`src/rtl/decode_control_pipe.sv`:
```
`default_nettype none
// ============================================================================
// Module      : decode_control_pipe
// Description : Pipelined decode-stage control unit with ID/EX register,
//               load-use bubble insertion and two-word immediate sequencing.
// Revision    : 1.0 - initial release
// ============================================================================
module decode_control_pipe #(
    parameter int INSTR_W    = 16,
    parameter int OPCODE_W   = 6,
    parameter int REG_ADDR_W = 3,
    parameter int ALUOP_W    = 4,
    localparam int SHAMT_W   = INSTR_W - OPCODE_W - 2 * REG_ADDR_W
) (
    input  logic                  clk,
    input  logic                  rst,
    input  logic                  in_valid,
    input  logic [INSTR_W-1:0]    instr,
    input  logic                  flush,
    output logic                  stall,
    output logic                  illegal,
    output logic                  ex_valid,
    output logic [ALUOP_W-1:0]    ex_alu_op,
    output logic                  ex_alu_en,
    output logic                  ex_shamt_sel,
    output logic                  ex_imm_sel,
    output logic                  ex_mem_read,
    output logic                  ex_mem_write,
    output logic                  ex_mem_addr_sel,
    output logic                  ex_mem_data_sel,
    output logic [2:0]            ex_wb,
    output logic [REG_ADDR_W-1:0] ex_rdst,
    output logic [REG_ADDR_W-1:0] ex_rsrc,
    output logic [SHAMT_W-1:0]    ex_shamt,
    output logic [INSTR_W-1:0]    ex_imm
);

    localparam int SUB_W = OPCODE_W - 2;

    localparam logic [0:0] c_DECODE = 1'b0;
    localparam logic [0:0] c_IMM    = 1'b1;

    localparam logic [2:0] c_WB_NONE = 3'b000;
    localparam logic [2:0] c_WB_MEM  = 3'b100;
    localparam logic [2:0] c_WB_ALU  = 3'b101;
    localparam logic [2:0] c_WB_IMM  = 3'b110;

    // Instruction fields
    logic [OPCODE_W-1:0]   w_opcode;
    logic [1:0]            w_class;
    logic [SUB_W-1:0]      w_sub;
    logic [REG_ADDR_W-1:0] w_rdst;
    logic [REG_ADDR_W-1:0] w_rsrc;
    logic [SHAMT_W-1:0]    w_shamt;

    assign w_opcode = instr[INSTR_W-1 -: OPCODE_W];
    assign w_class  = w_opcode[OPCODE_W-1 -: 2];
    assign w_sub    = w_opcode[SUB_W-1:0];
    assign w_rdst   = instr[INSTR_W-OPCODE_W-1 -: REG_ADDR_W];
    assign w_rsrc   = instr[INSTR_W-OPCODE_W-REG_ADDR_W-1 -: REG_ADDR_W];
    assign w_shamt  = instr[SHAMT_W-1:0];

    // Decoded controls for the word currently on instr
    logic               w_legal;
    logic               w_nop;
    logic               w_twoWord;
    logic               w_readsRdst;
    logic               w_readsRsrc;
    logic [ALUOP_W-1:0] w_aluOp;
    logic               w_aluEn;
    logic               w_shamtSel;
    logic               w_immSel;
    logic               w_memRead;
    logic               w_memWrite;
    logic               w_addrSel;
    logic [2:0]         w_wb;

    always_comb begin
        w_legal     = 1'b0;
        w_nop       = 1'b0;
        w_twoWord   = 1'b0;
        w_readsRdst = 1'b0;
        w_readsRsrc = 1'b0;
        w_aluOp     = '0;
        w_aluEn     = 1'b0;
        w_shamtSel  = 1'b0;
        w_immSel    = 1'b0;
        w_memRead   = 1'b0;
        w_memWrite  = 1'b0;
        w_addrSel   = 1'b0;
        w_wb        = c_WB_NONE;
        case (w_class)
            2'b00: begin
                if (w_sub == SUB_W'(0)) begin
                    w_legal = 1'b1;
                    w_nop   = 1'b1;
                end else if (w_sub <= SUB_W'(7)) begin
                    w_legal     = 1'b1;
                    w_aluOp     = w_opcode[ALUOP_W-1:0];
                    w_aluEn     = 1'b1;
                    w_wb        = c_WB_ALU;
                    w_readsRdst = 1'b1;
                    // NOT and the shifts are single-operand on Rdst
                    w_readsRsrc = (w_sub >= SUB_W'(2)) && (w_sub <= SUB_W'(5));
                    w_shamtSel  = (w_sub >= SUB_W'(6));
                end
            end
            2'b01: begin
                if (w_sub == SUB_W'(0)) begin
                    w_legal     = 1'b1;
                    w_memRead   = 1'b1;
                    w_wb        = c_WB_MEM;
                    w_readsRsrc = 1'b1;
                end else if (w_sub == SUB_W'(1)) begin
                    w_legal     = 1'b1;
                    w_memWrite  = 1'b1;
                    w_addrSel   = 1'b1;
                    w_readsRsrc = 1'b1;
                    w_readsRdst = 1'b1;
                end
            end
            2'b10: begin
                if (w_sub == SUB_W'(0)) begin
                    w_legal   = 1'b1;
                    w_twoWord = 1'b1;
                    w_wb      = c_WB_IMM;
                end else if (w_sub == SUB_W'(1)) begin
                    w_legal     = 1'b1;
                    w_twoWord   = 1'b1;
                    w_aluOp     = ALUOP_W'(2);
                    w_aluEn     = 1'b1;
                    w_immSel    = 1'b1;
                    w_wb        = c_WB_ALU;
                    w_readsRdst = 1'b1;
                end
            end
            default: ;
        endcase
    end

    logic [0:0]            r_state;
    logic                  r_exValid;
    logic [ALUOP_W-1:0]    r_exAluOp;
    logic                  r_exAluEn;
    logic                  r_exShamtSel;
    logic                  r_exImmSel;
    logic                  r_exMemRead;
    logic                  r_exMemWrite;
    logic                  r_exAddrSel;
    logic                  r_exDataSel;
    logic [2:0]            r_exWb;
    logic [REG_ADDR_W-1:0] r_exRdst;
    logic [REG_ADDR_W-1:0] r_exRsrc;
    logic [SHAMT_W-1:0]    r_exShamt;
    logic [INSTR_W-1:0]    r_exImm;

    // First word of a two-word instruction, held until its immediate arrives
    logic [ALUOP_W-1:0]    r_heldAluOp;
    logic                  r_heldAluEn;
    logic                  r_heldImmSel;
    logic [2:0]            r_heldWb;
    logic [REG_ADDR_W-1:0] r_heldRdst;
    logic [REG_ADDR_W-1:0] r_heldRsrc;
    logic [SHAMT_W-1:0]    r_heldShamt;

    logic w_inDecode;
    logic w_hazard;
    logic w_consume;

    assign w_inDecode = (r_state == c_DECODE);
    assign w_hazard   = w_inDecode && in_valid && r_exValid && r_exMemRead &&
                        ((w_readsRdst && (w_rdst == r_exRdst)) ||
                         (w_readsRsrc && (w_rsrc == r_exRdst)));
    assign stall      = !rst && !flush && w_hazard;
    assign illegal    = !rst && !flush && w_inDecode && in_valid && !w_legal;
    assign w_consume  = w_inDecode && in_valid && !w_hazard && w_legal;

    always_ff @(posedge clk) begin
        if (rst) begin
            r_state      <= c_DECODE;
            r_heldAluOp  <= '0;
            r_heldAluEn  <= 1'b0;
            r_heldImmSel <= 1'b0;
            r_heldWb     <= c_WB_NONE;
            r_heldRdst   <= '0;
            r_heldRsrc   <= '0;
            r_heldShamt  <= '0;
        end else if (flush) begin
            r_state <= c_DECODE;
        end else if (w_inDecode) begin
            if (w_consume && w_twoWord) begin
                r_state      <= c_IMM;
                r_heldAluOp  <= w_aluOp;
                r_heldAluEn  <= w_aluEn;
                r_heldImmSel <= w_immSel;
                r_heldWb     <= w_wb;
                r_heldRdst   <= w_rdst;
                r_heldRsrc   <= w_rsrc;
                r_heldShamt  <= w_shamt;
            end
        end else if (in_valid) begin
            r_state <= c_DECODE;
        end
    end

    // ID/EX register: bubble unless an instruction issues this cycle
    always_ff @(posedge clk) begin
        r_exValid    <= 1'b0;
        r_exAluOp    <= '0;
        r_exAluEn    <= 1'b0;
        r_exShamtSel <= 1'b0;
        r_exImmSel   <= 1'b0;
        r_exMemRead  <= 1'b0;
        r_exMemWrite <= 1'b0;
        r_exAddrSel  <= 1'b0;
        r_exDataSel  <= 1'b0;
        r_exWb       <= c_WB_NONE;
        r_exRdst     <= '0;
        r_exRsrc     <= '0;
        r_exShamt    <= '0;
        r_exImm      <= '0;
        if (!rst && !flush) begin
            if (w_consume && !w_twoWord) begin
                r_exValid <= 1'b1;
                if (!w_nop) begin
                    r_exAluOp    <= w_aluOp;
                    r_exAluEn    <= w_aluEn;
                    r_exShamtSel <= w_shamtSel;
                    r_exMemRead  <= w_memRead;
                    r_exMemWrite <= w_memWrite;
                    r_exAddrSel  <= w_addrSel;
                    r_exWb       <= w_wb;
                    r_exRdst     <= w_rdst;
                    r_exRsrc     <= w_rsrc;
                    r_exShamt    <= w_shamt;
                end
            end else if (!w_inDecode && in_valid) begin
                r_exValid  <= 1'b1;
                r_exAluOp  <= r_heldAluOp;
                r_exAluEn  <= r_heldAluEn;
                r_exImmSel <= r_heldImmSel;
                r_exWb     <= r_heldWb;
                r_exRdst   <= r_heldRdst;
                r_exRsrc   <= r_heldRsrc;
                r_exShamt  <= r_heldShamt;
                r_exImm    <= instr;
            end
        end
    end

    assign ex_valid        = r_exValid;
    assign ex_alu_op       = r_exAluOp;
    assign ex_alu_en       = r_exAluEn;
    assign ex_shamt_sel    = r_exShamtSel;
    assign ex_imm_sel      = r_exImmSel;
    assign ex_mem_read     = r_exMemRead;
    assign ex_mem_write    = r_exMemWrite;
    assign ex_mem_addr_sel = r_exAddrSel;
    assign ex_mem_data_sel = r_exDataSel;
    assign ex_wb           = r_exWb;
    assign ex_rdst         = r_exRdst;
    assign ex_rsrc         = r_exRsrc;
    assign ex_shamt        = r_exShamt;
    assign ex_imm          = r_exImm;

endmodule
`default_nettype wire

```
`config.mk`:
```
export PLATFORM = sky130hd
export DESIGN_NAME = decode_control_pipe
export DESIGN_NICKNAME = d
export VERILOG_FILES = /design/src/rtl/decode_control_pipe.sv
export SDC_FILE = /design/constraint.sdc
export NUM_CORES = 1
export LEC_CHECK = 0
export BUFFER_PORTS_ARGS = -buffer_cell sky130_fd_sc_hd__buf_4
export CAP_MARGIN = 0
export CORE_MARGIN = 3
export CORE_UTILIZATION = 51
export DETAILED_ROUTE_END_ITERATION = 16
export GPL_ROUTABILITY_DRIVEN = 1
export GPL_TIMING_DRIVEN = 1
export PLACE_DENSITY = 0.78
export SLEW_MARGIN = 5
export SYNTH_ARGS = -nofsm -noshare
export SYNTH_HDL_FRONTEND = slang
export SYNTH_SLANG_ARGS = --single-unit
```
`constraint.sdc`:
```
create_clock -name clk -period 2.2 [get_ports clk]
set_input_delay 0.44 -clock clk [delete_from_list [all_inputs] [get_ports clk]]
set_output_delay 0.44 -clock clk [all_outputs]
set_load 0.05 [all_outputs]
```
==> run summary <==
Detailed placement ended at an HPWL of 3820 um. The number of unique standard cell types used by synthesis came out at 45. The maximum number of pins on one net before global-route repair is 27. The reported net switching power is around 0.48 mW. Summing the sequential cell areas from Yosys gives 50.5% of the chip area.

Before antenna repair, the detailed router went through 4 iterations. Together, buffers and inverters on the worst path number 1. The maximum operating frequency came out at 466 MHz. The tightest min-delay check is of the primary input to register type.

Input and output buffers added on the ports amount to 61. In this run the clock root is driven by a clkbuf_8. At the worst endpoint, the required time is approximately 1.8 ns.

The number of buffers created by CTS is 9. The share of the synthesized area in the top cell type came out at around half. The count of standard-cell rows is 24.

The register bit total from synthesis is 59. After synthesis, the cell types taking the most area are dfxtp_1 50%, a22o_1 4.9%, and2_1 4.8%. The final total negative setup slack came out at 0 ns.

The antenna diode count came out at 0. After clock tree synthesis, the clock-pin slew on the worst setup and hold paths is approximately 0.060 ns. The average wire per cell in the routed design is 15.9 um. The setup path with the least slack is of type register to output port. The area growth from synthesis to final layout came out at 34.9%. The clock insertion delay at the later pin of the skew report is roughly 0.34 ns. Across the whole layout, storage elements account for 1180 um^2.

The number of violations reported at the end of detailed-routing iteration 0 is 87. Dividing total power by cell area gives a power density of 695 nW/um^2. For this run, the leading register cell type out of synthesis is dfxtp_1. The die outline area is 5440 um^2. The CTS sink count came out at 59. Sequential cells account for 48.9% of the total power. Ranked by instance count, the synthesized netlist is headed by 59 x dfxtp_1, 18 x and2_1, 14 x a21oi_1, 13 x a22o_1, 12 x o21ai_1. The number of hold violations in the final report came out at 0. The highest ir drop seen on vdd came out at around 0.00052 V.

The most frequently used cell type in the post-synthesis netlist is dfxtp_1. The largest total area in the synthesized netlist belongs to dfxtp_1. The floorplan core area is around 4400 um^2. The detail route stage leaves a number of antenna-violating nets equal to 0.

The shortest clock period the worst path allows after layout came out at 2.15 ns. The number of placed I/O pins came out at 63. Net switching is between 20% and 30% of the power.

The synthesized area is 2340 um^2. The net count of the mapped netlist came out at 242. The internal portion of the total power is 1.71 mW. The number of flops mapped to enable cells by yosys is 0. The number of antenna violations at the first check in global routing was 0.

The combinational group share of total power is 7.1%. The wire length of the first global-routing pass is 8830 um. The TritonCTS clock tree is done. The count of synthesis-stage warnings from yosys is 0. In the synthesized netlist the async set-or-reset flop fraction comes to 0%.

The final layout contains routed wiring with a total length of about 5600 um. The largest individual stage delay along the critical path comes from the cell dfxtp_1. Counting tap cells, the placed design contains a total of around 330 instances.

The CTS H-tree depth came out at 3. The critical path capture point type is an output port. The total area of multi-input combinational cells is 1080 um^2.

The worst path uses 97.6% of the clock period. For the final database, setup skew stands at 0.00573 ns. From left edge to right edge, the die measures 73.7 um. The leakage power total is 1.37 nW. The count of vias placed by the detailed router is 1,955. The effective utilization at floorplan came out at 53.4%. The data arrival time at the worst-slack endpoint is 1.71 ns.

The count of mapped cells out of synthesis came out at 218. The fill cell instance count of the final layout came out at about 330. Summed over all layers, the global routing overflow is 0. The filler-free cell count of the finished design came out at about 350. STA classifies the critical path startpoint as a register. Across every metal layer, demand over resource in global routing totals approximately 22%. In this design, the largest share of critical-path delay is due to simple AND/OR/NAND/NOR gates. The final routed DRC violation total came out at 0. The final design area excluding fillers came out at roughly 3200 um^2. The final setup violation count came out at 0.

The placed cell area came out at just under 3000 um^2. For this run, the slowest stage of the critical path takes 0.39 ns. At the end of the flow, the number of nets in the layout was 319.

The clock share of power is between 40% and 50%. The average footprint of a synthesized cell is approximately 11 um^2. Walking the worst path, the cells encountered are xnor2_1, nand2_1, nor4_2, a21oi_2, nor3_4, buf_6.

The highest net fanout along the worst path is 3. The run finished with clean final reports. The via count normalized by instance count is around 5.6. The overall power consumption came out at 2.19 mW. The maximum root-to-sink buffer count came out at 2. The number of hold buffers added after CTS is 0. The floorplan die height came out at ~74 um. The max-cap violation count came out at 0. The via count of the first global-routing pass is approximately 1,800.

The routability congestion estimate came out at approximately 0.83. Of the cells placed in the final design, the portion with a size suffix greater than 1 is about two fifths. The final count of pins violating max slew came out at 0.
-- area by class of cell --
class                   count  area share (%)
well taps                  52            2.06
clock buffers              13            5.04
clock inverters             2            1.11
repair buffers             81            19.5
multi-input cells         140            34.3
inverters                   4           0.476
flip-flops and latches     59            37.5
-- what timing repair did --
item                       4_1_cts  5_1_grt
buffers inserted                 2        1
pin swaps                        3        0
setup endpoints to repair        1        2
resized for setup                2        5
-- cell usage in the layout (no fill, tap or decap), types with 3 or more instances in the layout --
master	count
nor2_1	5
clkbuf_8	11
a22o_1	13
and2_1	18
ha_1	4
nor4_1	3
nor3b_1	3
a21oi_1	13
dfxtp_1	57
o21ai_1	12
buf_4	79
nand4b_1	11
nor3_2	3
a32o_1	3
nand2_1	7
xor2_1	5
o21a_1	5
-- sequential cells by signal (all words and copies together), names as in the netlist --
register,count
ex_imm,16
ex_alu_op,4
ex_shamt,4
r_heldAluOp,4
r_heldShamt,4
ex_rdst,3
ex_rsrc,3
ex_wb,3
r_heldRdst,3
r_heldRsrc,3
r_heldWb,3
ex_alu_en,1
ex_imm_sel,1
ex_mem_addr_sel,1
ex_mem_read,1
ex_shamt_sel,1
ex_valid,1
r_heldAluEn,1
r_heldImmSel,1
r_state,1
-- metrics by stage --
| stage | worst slack (ns) | hold slack (ns) | util, % |
|---|---|---|---|
| finish | 0.0518 | 0.328 | 72.0 |
| global placement | 0.0244 | 0.443 | 66.5 |
| detailed placement | -0.0687 | 0.435 | 66.5 |
| CTS | 0.0345 | 0.314 | 71.5 |
| floorplan | 0.00212 | 0.421 | - |
| global route | -0.0147 | 0.326 | 72.0 |
-- metal layers --
layer / part of all wire [%] / up-vias / track usage [%]
met5: 0 / - / 0
met4: 2.8 / 0 / 12.7
met3: 6.1 / 15 / 5.06
met2: 49 / 65 / 32.4
met1: 42 / 933 / 28.2
li1: - / 942 / -
-- power groups by stage --
stage	clock network, mW	logic (mW)	registers, mW
2_1_floorplan	0	0.0723	1.10
3_3_place_gp	0	0.143	1.09
3_5_place_dp	0	0.145	1.10
4_1_cts	0.989	0.152	1.07
5_1_grt	1.03	0.168	1.07
6_report	0.964	0.157	1.07
-- final timing paths --
| check | startpoint | end | slack, ns | cells after the start |
|---|---|---|---|---|
| setup / recovery | ex_rdst[2] | stall | 0.05 | 6 |
| hold / removal | instr[3] | ex_imm[3] | 0.33 | 2 |
| setup reg to reg | ex_rdst[2] | r_heldShamt[0] | 0.32 | 7 |
| hold reg to reg | r_heldAluOp[3] | ex_alu_op[3] | 0.45 | 1 |
-- worst reg2reg max path: cells and delay by family, from the launching register on --
family | cells | cell delay, ns
flip-flops | 1 | 0.34
AO/OA/AOI/OAI | 3 | 0.51
XOR/XNOR | 1 | 0.18
AND/OR/NAND/NOR | 1 | 0.32
buffers and inverters | 2 | 0.45
-- kinds of logic (layout without fill, tap and decap cells) --
logic type | after synthesis | count (layout) | synth area share, %
adder cells (fa/ha/maj) | 4 | 4 | 2.14
buffers and inverters | 19 | 100 | 4.65
other | 1 | 1 | 0.160
AND/OR/NAND/NOR | 71 | 71 | 21.8
XOR/XNOR | 7 | 7 | 2.62
AO/OA/AOI/OAI | 57 | 57 | 18.1
flip-flops | 59 | 59 | 50.5
Note: power is estimated with default switching activity, not from simulation.
